===== config.mk =====
export PLATFORM = sky130hd
export DESIGN_NAME = mem_port_arbiter
export DESIGN_NICKNAME = d
export VERILOG_FILES = /design/src/rtl/mem_arb_pkg.sv /design/src/rtl/mem_arb_pick.sv /design/src/rtl/mem_port_arbiter.sv
export SDC_FILE = /design/constraint.sdc
export NUM_CORES = 1
export LEC_CHECK = 0
export ABC_AREA = 1
export ABC_CLOCK_PERIOD_IN_PS = 1600
export CORE_ASPECT_RATIO = 2
export CORE_MARGIN = 10
export CORE_UTILIZATION = 30
export DETAILED_ROUTE_END_ITERATION = 12
export PLACE_DENSITY_LB_ADDON = 0.15
export SKIP_LAST_GASP = 1
export SLEW_MARGIN = 20
export SYNTH_ARGS = -nofsm -noshare
export SYNTH_HDL_FRONTEND = slang
export SYNTH_SLANG_ARGS = --single-unit

===== constraint.sdc =====
create_clock -name clk -period 1.6 [get_ports clk]
set_input_delay 0.32 -clock clk [delete_from_list [all_inputs] [get_ports clk]]
set_output_delay 0.32 -clock clk [all_outputs]
set_load 0.03 [all_outputs]

===== src/rtl/mem_arb_pkg.sv =====
// Shared types and defaults for the memory port arbiter.
// Optional feature macro used by this block: MEM_ARB_RR_EN (round-robin arbitration).
package mem_arb_pkg;

  typedef enum logic [1:0] {
    IDLE  = 2'b00,
    ISSUE = 2'b01,
    WAIT  = 2'b10,
    RESP  = 2'b11
  } arb_state_t;

  localparam int MEM_ADDR_W = 32;
  localparam int MEM_DATA_W = 128;

  // Index width for n items, never below 1 bit.
  function automatic int clog2(input int n);
    int r;
    r = 1;
    for (int i = 1; i < 31; i++) begin
      if ((1 << i) < n) r = i + 1;
    end
    return r;
  endfunction

endpackage


===== src/rtl/mem_arb_pick.sv =====
// Combinational picker: pending mask in, one-hot grant and binary index out.
// MEM_ARB_RR_EN defined: rotating priority from ptr; undefined: lowest index wins, no pointer port.
module mem_arb_pick
  import mem_arb_pkg::*;
#(
  parameter int NUM_REQ = 2,
  parameter int IW      = 1
) (
  input  logic [NUM_REQ-1:0] pend,
`ifdef MEM_ARB_RR_EN
  input  logic [IW-1:0]      ptr,
`endif
  output logic [NUM_REQ-1:0] gnt,
  output logic [IW-1:0]      idx
);

`ifdef MEM_ARB_RR_EN
  localparam logic [IW:0] NUM_W = (IW+1)'(NUM_REQ);

  logic [NUM_REQ-1:0] rot;
  logic [IW:0]        sum;

  // Rotate so the pointer slot sits at bit 0, take the lowest set bit, rotate back.
  always_comb begin
    rot = NUM_REQ'({pend, pend} >> ptr);
    sum = '0;
    for (int k = NUM_REQ - 1; k >= 0; k--) begin
      if (rot[k]) sum = {1'b0, ptr} + (IW+1)'(k);
    end
    if (sum >= NUM_W) sum = sum - NUM_W;
    idx = sum[IW-1:0];
    gnt = (|rot) ? (NUM_REQ'(1) << idx) : '0;
  end
`else
  always_comb begin
    idx = '0;
    for (int k = NUM_REQ - 1; k >= 0; k--) begin
      if (pend[k]) idx = IW'(k);
    end
    gnt = (|pend) ? (NUM_REQ'(1) << idx) : '0;
  end
`endif

endmodule


===== src/rtl/mem_port_arbiter.sv =====
// Shares one memory request port among NUM_REQ cache controllers via per-port pending slots.
// Arbitration is fixed priority unless MEM_ARB_RR_EN is defined (round-robin).
module mem_port_arbiter
  import mem_arb_pkg::*;
#(
  parameter int NUM_REQ = 2,
  parameter int ADDR_W  = MEM_ADDR_W,
  parameter int DATA_W  = MEM_DATA_W
) (
  input  logic                        clk,
  input  logic                        rst_n,
  input  logic [NUM_REQ-1:0]          req_valid,
  input  logic [NUM_REQ-1:0]          req_rw,
  input  logic [NUM_REQ*ADDR_W-1:0]   req_addr,
  input  logic [NUM_REQ*DATA_W-1:0]   req_wdata,
  output logic [NUM_REQ-1:0]          req_ready,
  output logic [DATA_W-1:0]           req_rdata,
  output logic                        mem_valid,
  output logic                        mem_rw,
  output logic [ADDR_W-1:0]           mem_addr,
  output logic [DATA_W-1:0]           mem_wdata,
  input  logic                        mem_ready,
  input  logic [DATA_W-1:0]           mem_rdata,
  output logic [$clog2(NUM_REQ)-1:0]  grant_id,
  output logic                        busy,
  output logic                        err_overrun
);

  localparam int IW = clog2(NUM_REQ);

  arb_state_t state, state_nxt;

  logic [NUM_REQ-1:0] pend;
  logic [NUM_REQ-1:0] gnt_oh;
  logic [NUM_REQ-1:0] pick_gnt;
  logic [IW-1:0]      pick_idx;
  logic [NUM_REQ-1:0] rel;

  logic              slot_rw   [NUM_REQ];
  logic [ADDR_W-1:0] slot_addr [NUM_REQ];
  logic [DATA_W-1:0] slot_wdata[NUM_REQ];

`ifdef MEM_ARB_RR_EN
  logic [IW-1:0] rr_ptr;
  localparam logic [IW-1:0] LAST = IW'(NUM_REQ - 1);

  mem_arb_pick #(.NUM_REQ(NUM_REQ), .IW(IW)) u_pick (
    .pend (pend),
    .ptr  (rr_ptr),
    .gnt  (pick_gnt),
    .idx  (pick_idx)
  );

  always_ff @(posedge clk or negedge rst_n) begin
    if (!rst_n)              rr_ptr <= '0;
    else if (state == RESP)  rr_ptr <= (grant_id == LAST) ? '0 : grant_id + 1'b1;
  end
`else
  mem_arb_pick #(.NUM_REQ(NUM_REQ), .IW(IW)) u_pick (
    .pend (pend),
    .gnt  (pick_gnt),
    .idx  (pick_idx)
  );
`endif

  assign rel       = (state == RESP) ? gnt_oh : '0;
  assign req_ready = rel;
  assign mem_valid = (state == ISSUE);
  assign busy      = (state != IDLE);

  always_comb begin
    state_nxt = state;
    case (state)
      IDLE:    if (|pend) state_nxt = ISSUE;
      ISSUE:   state_nxt = WAIT;
      WAIT:    if (mem_ready) state_nxt = RESP;
      RESP:    state_nxt = IDLE;
      default: state_nxt = IDLE;
    endcase
  end

  always_ff @(posedge clk or negedge rst_n) begin
    if (!rst_n) state <= IDLE;
    else        state <= state_nxt;
  end

  // A slot being released this cycle may be refilled in the same edge; that is not an overrun.
  always_ff @(posedge clk or negedge rst_n) begin
    if (!rst_n) begin
      pend        <= '0;
      err_overrun <= 1'b0;
      for (int i = 0; i < NUM_REQ; i++) begin
        slot_rw[i]    <= 1'b0;
        slot_addr[i]  <= '0;
        slot_wdata[i] <= '0;
      end
    end else begin
      for (int i = 0; i < NUM_REQ; i++) begin
        if (req_valid[i] && (!pend[i] || rel[i])) begin
          pend[i]       <= 1'b1;
          slot_rw[i]    <= req_rw[i];
          slot_addr[i]  <= req_addr[i*ADDR_W +: ADDR_W];
          slot_wdata[i] <= req_wdata[i*DATA_W +: DATA_W];
        end else if (rel[i]) begin
          pend[i] <= 1'b0;
        end
        if (req_valid[i] && pend[i] && !rel[i]) err_overrun <= 1'b1;
      end
    end
  end

  always_ff @(posedge clk or negedge rst_n) begin
    if (!rst_n) begin
      grant_id  <= '0;
      gnt_oh    <= '0;
      mem_rw    <= 1'b0;
      mem_addr  <= '0;
      mem_wdata <= '0;
      req_rdata <= '0;
    end else begin
      if (state == IDLE && |pend) begin
        grant_id  <= pick_idx;
        gnt_oh    <= pick_gnt;
        mem_rw    <= slot_rw[pick_idx];
        mem_addr  <= slot_addr[pick_idx];
        mem_wdata <= slot_wdata[pick_idx];
      end
      if (state == WAIT && mem_ready) req_rdata <= mem_rdata;
    end
  end

endmodule


After elaboration in Yosys (flattened, before gate mapping)
Index checks and enable logic that the tools add are counted.
- register bits after elaboration: 619
- input bits: 455
- output and inout port bits: 295
- word-level logic and storage cells: 67
- magnitude comparators: 1
- equality and inequality tests: 5
- shifts and indexed selects: 1
- multiplexer cells: 22
- bitwise operators: 1
- reductions and logical operators: 21
- operators by type and width (cell ; number):
    128-bit 2-to-1 mux ; 3
    32-bit 2-to-1 mux ; 3
    1-bit 2-to-1 mux ; 11
    1-bit logical AND ; 8
    2-bit 2-to-1 mux ; 4
    2-bit case mux with 4 select lines ; 1
    2-bit nonzero test ; 4
    2-bit equality test (second input constant) ; 2
    1-bit logical NOT ; 4
    2-bit by 1-bit equality test with 1-bit output (second input constant) ; 1
    2-bit greater-or-equal comparator (second input constant) ; 1
    2-bit logical NOT ; 1
    1-bit logical OR ; 2
    2-bit by 1-bit inequality test with 1-bit output (second input constant) ; 1
    2-bit inequality test (second input constant) ; 1
    1-bit NOT with 2-bit output ; 1
    2-bit AND reduction ; 1
    2-bit OR reduction ; 1
    1-bit by 1-bit << shifter with 2-bit output (first input constant) ; 1

Depth between registers and ports, before layout
Gate-level depths: netlist of run 1.
- word-level depth: 6
- depth in mapped cells: 8
- gate-level depth less buffers: 6

Cells and area by module
From an unflattened synthesis of run 1, not the netlist that was laid out.
- cells, all modules: 3199
- area total of the unflattened synthesis: 25991.2 um2
- by module, submodules not included (module ; times used ; cells each ; area an instance (um2) ; seq. area each (um2)):
    mem_port_arbiter ; 1 ; 3195 ; 25972.4 ; 15489.9
    mem_arb_pick ; 1 ; 4 ; 18.8 ; 0.0

Worst setup path after synthesis of run 1
OpenSTA, ideal clock, no wires.
- path kind: reg-to-reg
- start point: register state[0]
- end point: register mem_addr[0]
- setup time: 0.065 ns
- arrival: 1.401 ns
- data required time: 1.535 ns
- slack: 0.134 ns
- stages on the path, launching flop included: 9
- buffers on the path: 2
- period minus slack after synthesis: 1.466 ns
- cell sequence: dfrtp_1 -> inv_1 -> ha_1 -> inv_2 -> nor2_4 -> buf_4 -> buf_2 -> nand3_1 -> nand2_1
- longest elaborated chain between the ends: 2
- ends and longest elaborated chain (what ; RTL line ; text):
    start, declared ; mem_port_arbiter.sv:31 ; arb_state_t state, state_nxt;
    start signal, assigned ; mem_port_arbiter.sv:84 ; else state <= state_nxt;
    2-bit logical NOT ; mem_port_arbiter.sv:121 ; if (state == IDLE && |pend) begin
    1-bit logical AND ; mem_port_arbiter.sv:121 ;
    end signal, assigned ; mem_port_arbiter.sv:125 ; mem_addr <= slot_addr[pick_idx];
    end, declared ; mem_port_arbiter.sv:20 ; output logic [ADDR_W-1:0] mem_addr,
No other way between the ends.
A chain may end at the register's enable or synchronous reset.

Worst setup path after layout of run 1
- start point: register state[1]
- end point: output busy
- longest elaborated chain between the ends: 1
- ends and longest elaborated chain (what ; RTL line ; text):
    2-bit nonzero test ; mem_port_arbiter.sv:69 ; assign busy = (state != IDLE);
    end, declared ; mem_port_arbiter.sv:25 ; output logic busy,
No other way between the ends.

==> results.sh, run 1 <==
export IMPL_design_portCount=750
export IMPL_placement_io_buffers=749
export IMPL_route_met2_wl_um=65700
export IMPL_netlist_area_leader_share=0.571
export IMPL_timing_rr_start="state[1]"
export IMPL_violations="negative setup slack"
export IMPL_grt_overflow=0
export IMPL_topRoutingLayerUsed="met5"
export IMPL_worst_ep_required_time_ns=1.28
export IMPL_yosysWarnings=0
export IMPL_status="finished, violations left"
export IMPL_post_route_drc_count=0
export IMPL_synth_avg_cell_area_um2=8.03
export IMPL_slew_headroom=0.693
export IMPL_m1WireLength_um=48900
export IMPL_drt_initial_drc_count=1815
export IMPL_filler_cell_count=8756
export IMPL_core_area_um2=89400
export IMPL_gp_congestion=0.853
export IMPL_synth_enable_flop_cells=0
export IMPL_gr_usage_all_layers=0.229
export IMPL_cts_tree="built"
export IMPL_floorplan_initialDensity=0.303
export IMPL_post_route_cell_area_um2=41400
export IMPL_number_of_vias_in_the_routed_layout=26200
export IMPL_timing_clock_skew_ns=0.0188
export IMPL_wl_met3_um=10700
export IMPL_clock_sinks=618
export IMPL_endpoint_of_the_worst_slack_reg_to_reg_timing_path="mem_wdata[112]"
export IMPL_final_hold_viol_count=0
export IMPL_chipHeight_um=445
export IMPL_synth_seq_area_share=0.571
export IMPL_syn_instance_count=3371
export IMPL_layout_area_overhead_vs_synth_pct=53.1
export IMPL_fp_dieArea_um2=103000
export IMPL_ys_types=21
export IMPL_pre_cts_ws_ns=-0.134
export IMPL_remaining_antenna_violation_count_after_routing=0
export IMPL_timing_final_crit_period_ns=1.94
export IMPL_path_clk_slew_ns=0.07
export IMPL_async_set_or_reset_register_ratio_after_synthesis=1.00
export IMPL_via_per_inst=4.79
export IMPL_setup_reg_to_reg_worst_slack_ns=-0.24
export IMPL_period_share=1.21
export IMPL_final_layout_size_suffix_gt1_frac=0.211
export IMPL_slew_viol_final=0
export IMPL_path_class="flip-flop to output port"
export IMPL_worstRegToRegCells=10
export IMPL_power_uw=93000
export IMPL_crit_path_end_kind="output port"
export IMPL_number_of_clock_buffers_inserted_by_tritoncts=60
export IMPL_synth_area_top_cells="sky130_fd_sc_hd__dfrtp_1 57%, sky130_fd_sc_hd__nand2_1 19%, sky130_fd_sc_hd__nand3_1 14%, sky130_fd_sc_hd__inv_1 4.5%, sky130_fd_sc_hd__buf_2 1.7%"
export IMPL_fp_dieW_um=232
export IMPL_rsz0062_at_grt="yes"
export IMPL_clk_root_buffer_cell="sky130_fd_sc_hd__clkbuf_16"
export IMPL_first_global_vias=26500
export IMPL_layout_cells_non_filler=5458
export IMPL_main_synth_ff_type="sky130_fd_sc_hd__dfrtp_1"
export IMPL_later_pin_clock_latency_in_the_skew_report_ns=0.64
export IMPL_grt_start_max_net_pins=73
export IMPL_worst_slack_ns=-0.337
export IMPL_drv_max_cap_violation_count=0
export IMPL_highest_count_cells_in_the_layout_ignoring_fill_and_taps="1359 x sky130_fd_sc_hd__nand2_1, 615 x sky130_fd_sc_hd__dfrtp_1, 607 x sky130_fd_sc_hd__nand3_1"
export IMPL_final_common_cell="sky130_fd_sc_hd__nand2_1"
export IMPL_yosysTopAreaCell="sky130_fd_sc_hd__dfrtp_1"
export IMPL_routedWlPerCell_um=23.6
export IMPL_placement_stage_cell_area_um2=37300
export IMPL_path_type_of_the_worst_min_delay_path="input port to async pin"
export IMPL_dp_final_hpwl_um=86200
export IMPL_setup_viol_count_final=292
export IMPL_synth_cell_area_um2=27100
export IMPL_synth_ff_latch_count=618
export IMPL_timing_critical_path_fanout_max=3
export IMPL_clock_tree_buffer_depth=3
export IMPL_achievable_frequency_mhz=516
export IMPL_crit_path_start_kind="flip-flop"
export IMPL_setup_total_negative_slack_ns=-29.29
export IMPL_htree_levels=2
export IMPL_antenna_found_initial=14
export IMPL_vdd_drop_max_mv=1.32
export IMPL_nNetsFinal=4682
export IMPL_p_leak_uw=0.0217
export IMPL_floorplan_rows=155
export IMPL_synthesis_nets=3830
export IMPL_placed_insts=5247
export IMPL_worst_pin_slew_ns=0.460
export IMPL_routed_wirelength_um=129000
export IMPL_worst_ep_arrival_ns=1.62
export IMPL_power_per_cell_area_nw_per_um2=2240
export IMPL_detailedRoute_firstPassIterationCount=5
export IMPL_grt_first_pass_wirelength_um=179000
## per-layer routing
layer	GRT usage	vias up
li1	-	12200
met1	0.262	12800
met2	0.404	977
met3	0.0722	160
met4	0.0591	6
met5	0	-
## registers in the layout, summed over array words and instances (netlist names)
register / cells
pend: 2
slot_addr: 64
req_rdata: 128
slot_rw: 2
err_overrun: 1
gnt_oh: 1
state: 2
slot_wdata: 256
mem_wdata: 128
grant_id: 1
mem_rw: 1
mem_addr: 32
## timing repair
item                                    4_1_cts  5_1_grt
pin swaps                                     9      100
hold buffers                                  3        0
setup buffers                                22       29
endpoints found under the setup margin      564      595
gates cloned                                 13       31
endpoints found under the hold margin       214        0
resized for setup                          1287      313
## Yosys cell counts, types with 2 or more instances
cell type	n
sky130_fd_sc_hd__buf_1	19
sky130_fd_sc_hd__buf_2	93
sky130_fd_sc_hd__buf_4	25
sky130_fd_sc_hd__clkbuf_1	96
sky130_fd_sc_hd__dfrtp_1	618
sky130_fd_sc_hd__ha_1	4
sky130_fd_sc_hd__inv_1	327
sky130_fd_sc_hd__nand2_1	1397
sky130_fd_sc_hd__nand2_2	4
sky130_fd_sc_hd__nand3_1	776
sky130_fd_sc_hd__o21ai_1	2
## area by class of cell
| class | count | area, um2 | share of cell area |
|---|---|---|---|
| antenna | 9 | 22.5 | 0.000544 |
| clock buffer | 93 | 1850 | 0.0446 |
| clock inverter | 18 | 278 | 0.00670 |
| inverter | 329 | 1240 | 0.0300 |
| multi-input combinational | 2189 | 10500 | 0.255 |
| sequential | 618 | 15500 | 0.373 |
| tap | 1177 | 1470 | 0.0355 |
| timing repair buffer | 1025 | 10600 | 0.255 |
## per-stage QoR
stage	hold WS (ns)	util
6_report	0.107	0.463
5_1_grt	0.0873	0.463
4_1_cts	0.0861	0.437
3_5_place_dp	0.185	0.417
3_3_place_gp	0.185	0.417
2_1_floorplan	0.0244	-
## worst max-delay path, stage by stage (launching register included)
cell	delay, ns
sky130_fd_sc_hd__dfrtp_2	0.44
sky130_fd_sc_hd__inv_2	0.10
sky130_fd_sc_hd__ha_4	0.14
sky130_fd_sc_hd__inv_2	0.04
sky130_fd_sc_hd__buf_6	0.11
sky130_fd_sc_hd__buf_12	0.14
## where the power goes
part           switching [uW]  leakage, uW  internal (uW)
combinational           31300       0.0129          18900
sequential               4270      0.00773          23000
clock                    6540      0.00104           9030
total                   42100       0.0217          50900
## cell families (layout without fill, tap and decap cells)
| family | count (synthesis) | count (layout) | synth area share |
|---|---|---|---|
| other | 0 | 9 | 0 |
| and+or+nand+nor | 2182 | 2182 | 0.340 |
| adders and majority gates | 4 | 4 | 0.00185 |
| DFF | 618 | 618 | 0.571 |
| buffers and inverters | 564 | 1465 | 0.0865 |
| AOI/OAI and AO/OA | 3 | 3 | 0.000555 |
## how the worst max path moves through the flow
stage                     cells past startpoint  slack (ns)              end      from
after floorplan                               8        0.13      mem_addr[0]  state[0]
after CTS                                     5       -0.40     req_ready[1]  state[1]
after detailed placement                      6       -0.13  slot_wdata[171]  state[0]
after global routing                          5       -0.40     req_ready[1]  state[0]
after global placement                        6       -0.11  slot_wdata[171]  state[0]
final                                         5       -0.34             busy  state[1]
Power figures use the tool's default switching activity.
==> inputs of run 2 (changes only) <==
CORE_AREA = 10 10 287 289   (was not set)
CORE_ASPECT_RATIO = not set   (was 2)
CORE_MARGIN = not set   (was 10)
CORE_UTILIZATION = not set   (was 30)
DIE_AREA = 0 0 297 299   (was not set)
==> run 2 against run 1 <==
  * The flow still finishes with violations (negative setup slack)
  * Via count shrank 0.29%
  * Worst setup slack worse by 0.0099 ns
  * Combinational power fell by 3%
  * Non-clock buffer count decreased by 42
  * First-iteration DRC count up 15%
  * Sequential share of layout area is essentially flat
  * Largest power group unchanged
==> results.sh, run 2 (synthesis gave the netlist of run 1 again) <==
export IMPL_layout_cells_non_filler=5308
export IMPL_crit_path_end_kind="output port"
export IMPL_worst_pin_slew_ns=0.595
export IMPL_remaining_antenna_violation_count_after_routing=0
export IMPL_setup_total_negative_slack_ns=-37.62
export IMPL_registers_top_by_ff_count="slot_wdata"
export IMPL_setup_viol_count_final=286
export IMPL_grt_use_met1=0.328
export IMPL_cts_tree="built"
export IMPL_globalRoute_busiestLayer="met2"
export IMPL_worstRegToRegCells=13
export IMPL_nNetsFinal=4656
export IMPL_slowest_stage="sky130_fd_sc_hd__dfrtp_1"
export IMPL_worstHoldEndpoint="slot_wdata[142]"
export IMPL_design_portCount=750
export IMPL_crit_path_start_kind="flip-flop"
export IMPL_core_area_um2=76700
export IMPL_routedWlPerCell_um=22.3
export IMPL_placed_insts=5077
export IMPL_highest_count_cells_in_the_layout_ignoring_fill_and_taps="1255 x sky130_fd_sc_hd__nand2_1, 614 x sky130_fd_sc_hd__dfrtp_1, 590 x sky130_fd_sc_hd__nand3_1"
export IMPL_achievable_frequency_mhz=514
export IMPL_cp_slowest_stage_delay_ns=0.37
export IMPL_globalRouteMet3Util=0.0665
export IMPL_status="finished, violations left"
export IMPL_worst_ep_required_time_ns=1.28
export IMPL_vdd_drop_max_mv=1.16
export IMPL_slew_viol_final=0
export IMPL_timing_critical_path_fanout_max=2
export IMPL_endpoint_of_the_worst_slack_reg_to_reg_timing_path="req_rdata[4]"
export IMPL_via_per_inst=4.92
export IMPL_hold_path_cell_count=3
export IMPL_htree_levels=3
export IMPL_period_share=1.22
export IMPL_path_type_of_the_worst_min_delay_path="input port to flip-flop"
export IMPL_slew_headroom=0.603
export IMPL_fp_dieW_um=297
export IMPL_clock_tree_buffer_depth=3
export IMPL_floorplan_rows=102
export IMPL_timing_rr_start="state[0]"
export IMPL_gr_usage_met2=0.390
export IMPL_first_global_vias=25500
export IMPL_critical_path_depth=5
export IMPL_antenna_found_initial=17
export IMPL_hold_path_startpoint="req_valid[0]"
export IMPL_number_of_clock_buffers_inserted_by_tritoncts=72
export IMPL_final_layout_size_suffix_gt1_frac=0.233
export IMPL_crit_buf_inv=3
export IMPL_routed_wirelength_um=118000
export IMPL_grt_first_pass_wirelength_um=168000
export IMPL_layout_area_overhead_vs_synth_pct=53.2
export IMPL_largest_register_ff_count=256
export IMPL_clk_root_buffer_cell="sky130_fd_sc_hd__clkbuf_16"
export IMPL_path_clk_slew_ns=0.06
export IMPL_grt_start_max_net_pins=97
export IMPL_final_common_cell="sky130_fd_sc_hd__nand2_1"
export IMPL_drt_initial_drc_count=2090
export IMPL_floorplan_initialDensity=0.353
export IMPL_worst_slack_ns=-0.347
export IMPL_largestRegisters="slot_wdata x256, mem_wdata x128, req_rdata x128"
export IMPL_post_route_drc_count=0
export IMPL_power_per_cell_area_nw_per_um2=2230
export IMPL_chipHeight_um=299
export IMPL_final_hold_viol_count=0
export IMPL_placement_io_buffers=749
export IMPL_timing_clock_skew_ns=0.0250
export IMPL_setup_reg_to_reg_worst_slack_ns=-0.30
export IMPL_timing_final_crit_period_ns=1.95
export IMPL_grt_overflow=0
export IMPL_worstPathCellList="ha_2 > nand2_4 > buf_4 > inv_4 > buf_6"
export IMPL_number_of_vias_in_the_routed_layout=26100
export IMPL_path_class="flip-flop to output port"
export IMPL_dp_final_hpwl_um=79100
export IMPL_clock_sinks=618
export IMPL_detailedRoute_firstPassIterationCount=9
export IMPL_fp_dieArea_um2=88800
export IMPL_worst_ep_arrival_ns=1.63
export IMPL_later_pin_clock_latency_in_the_skew_report_ns=0.61
export IMPL_gp_congestion=0.866
export IMPL_crit_family="flip-flops"
export IMPL_rsz0062_at_grt="yes"
export IMPL_p_leak_uw=0.0216
export IMPL_drv_max_cap_violation_count=0
export IMPL_gr_usage_all_layers=0.247
export IMPL_violations="negative setup slack"
==> run 2: power by group <==
| part | internal [uW] | switching (uW) |
|---|---|---|
| logic | 18300 | 30400 |
| clock network | 9150 | 6810 |
| registers | 23000 | 4740 |
==> run 2: final cells by class <==
type | instances | area, um2
diodes | 14 | 35.0
clock buffers | 115 | 2130
clock inverters | 16 | 108
fillers | 7134 | 35200
inverters | 329 | 1250
multi-input cells | 2193 | 11200
flip-flops and latches | 618 | 15500
well taps | 1040 | 1300
repair buffers | 983 | 10000
==> run 2: metrics by stage <==
step	util	cell area (um2)	hold slack, ns	power, uW	setup WS (ns)
2_1_floorplan	-	27100	0.0244	50200	0.134
3_3_place_gp	0.479	36700	0.221	68900	-0.0296
3_5_place_dp	0.479	36700	0.223	69300	-0.0789
4_1_cts	0.515	39500	0.0556	88200	-0.382
5_1_grt	0.541	41500	0.0847	98200	-0.431
6_report	0.541	41500	0.0851	92400	-0.347
==> run 2: per-layer routing <==
| layer | wire length [um] | vias to the layer above |
|---|---|---|
| met5 | 59 | - |
| met4 | 3050 | 10 |
| met3 | 9410 | 175 |
| met2 | 55400 | 972 |
| met1 | 50300 | 12800 |
| li1 | - | 12200 |
==> run 2: what timing repair did <==
| action | CTS | global route |
|---|---|---|
| endpoints found under the hold margin | 203 | 0 |
| endpoints found under the setup margin | 390 | 460 |
| gates resized for setup | 1432 | 364 |
| pin swaps | 75 | 117 |
| buffers inserted | 34 | 24 |
| cloned | 17 | 30 |
| hold buffers | 1 | 0 |
==> run 2: how the worst max path moves through the flow <==
stage              from       endpoint  slack, ns
4_1_cts        state[0]   req_ready[0]      -0.38
2_1_floorplan  state[0]    mem_addr[0]       0.13
5_1_grt        state[0]   req_ready[0]      -0.43
3_5_place_dp   state[0]  mem_wdata[49]      -0.08
3_3_place_gp   state[1]  mem_wdata[67]      -0.03
6_report       state[0]   req_ready[0]      -0.35
==> run 2: tightest hold or removal path, delay by kind of cell <==
| family | cells | cell delay [ns] |
|---|---|---|
| buffers and inverters | 1 | 0.16 |
| AND/OR/NAND/NOR | 2 | 0.16 |
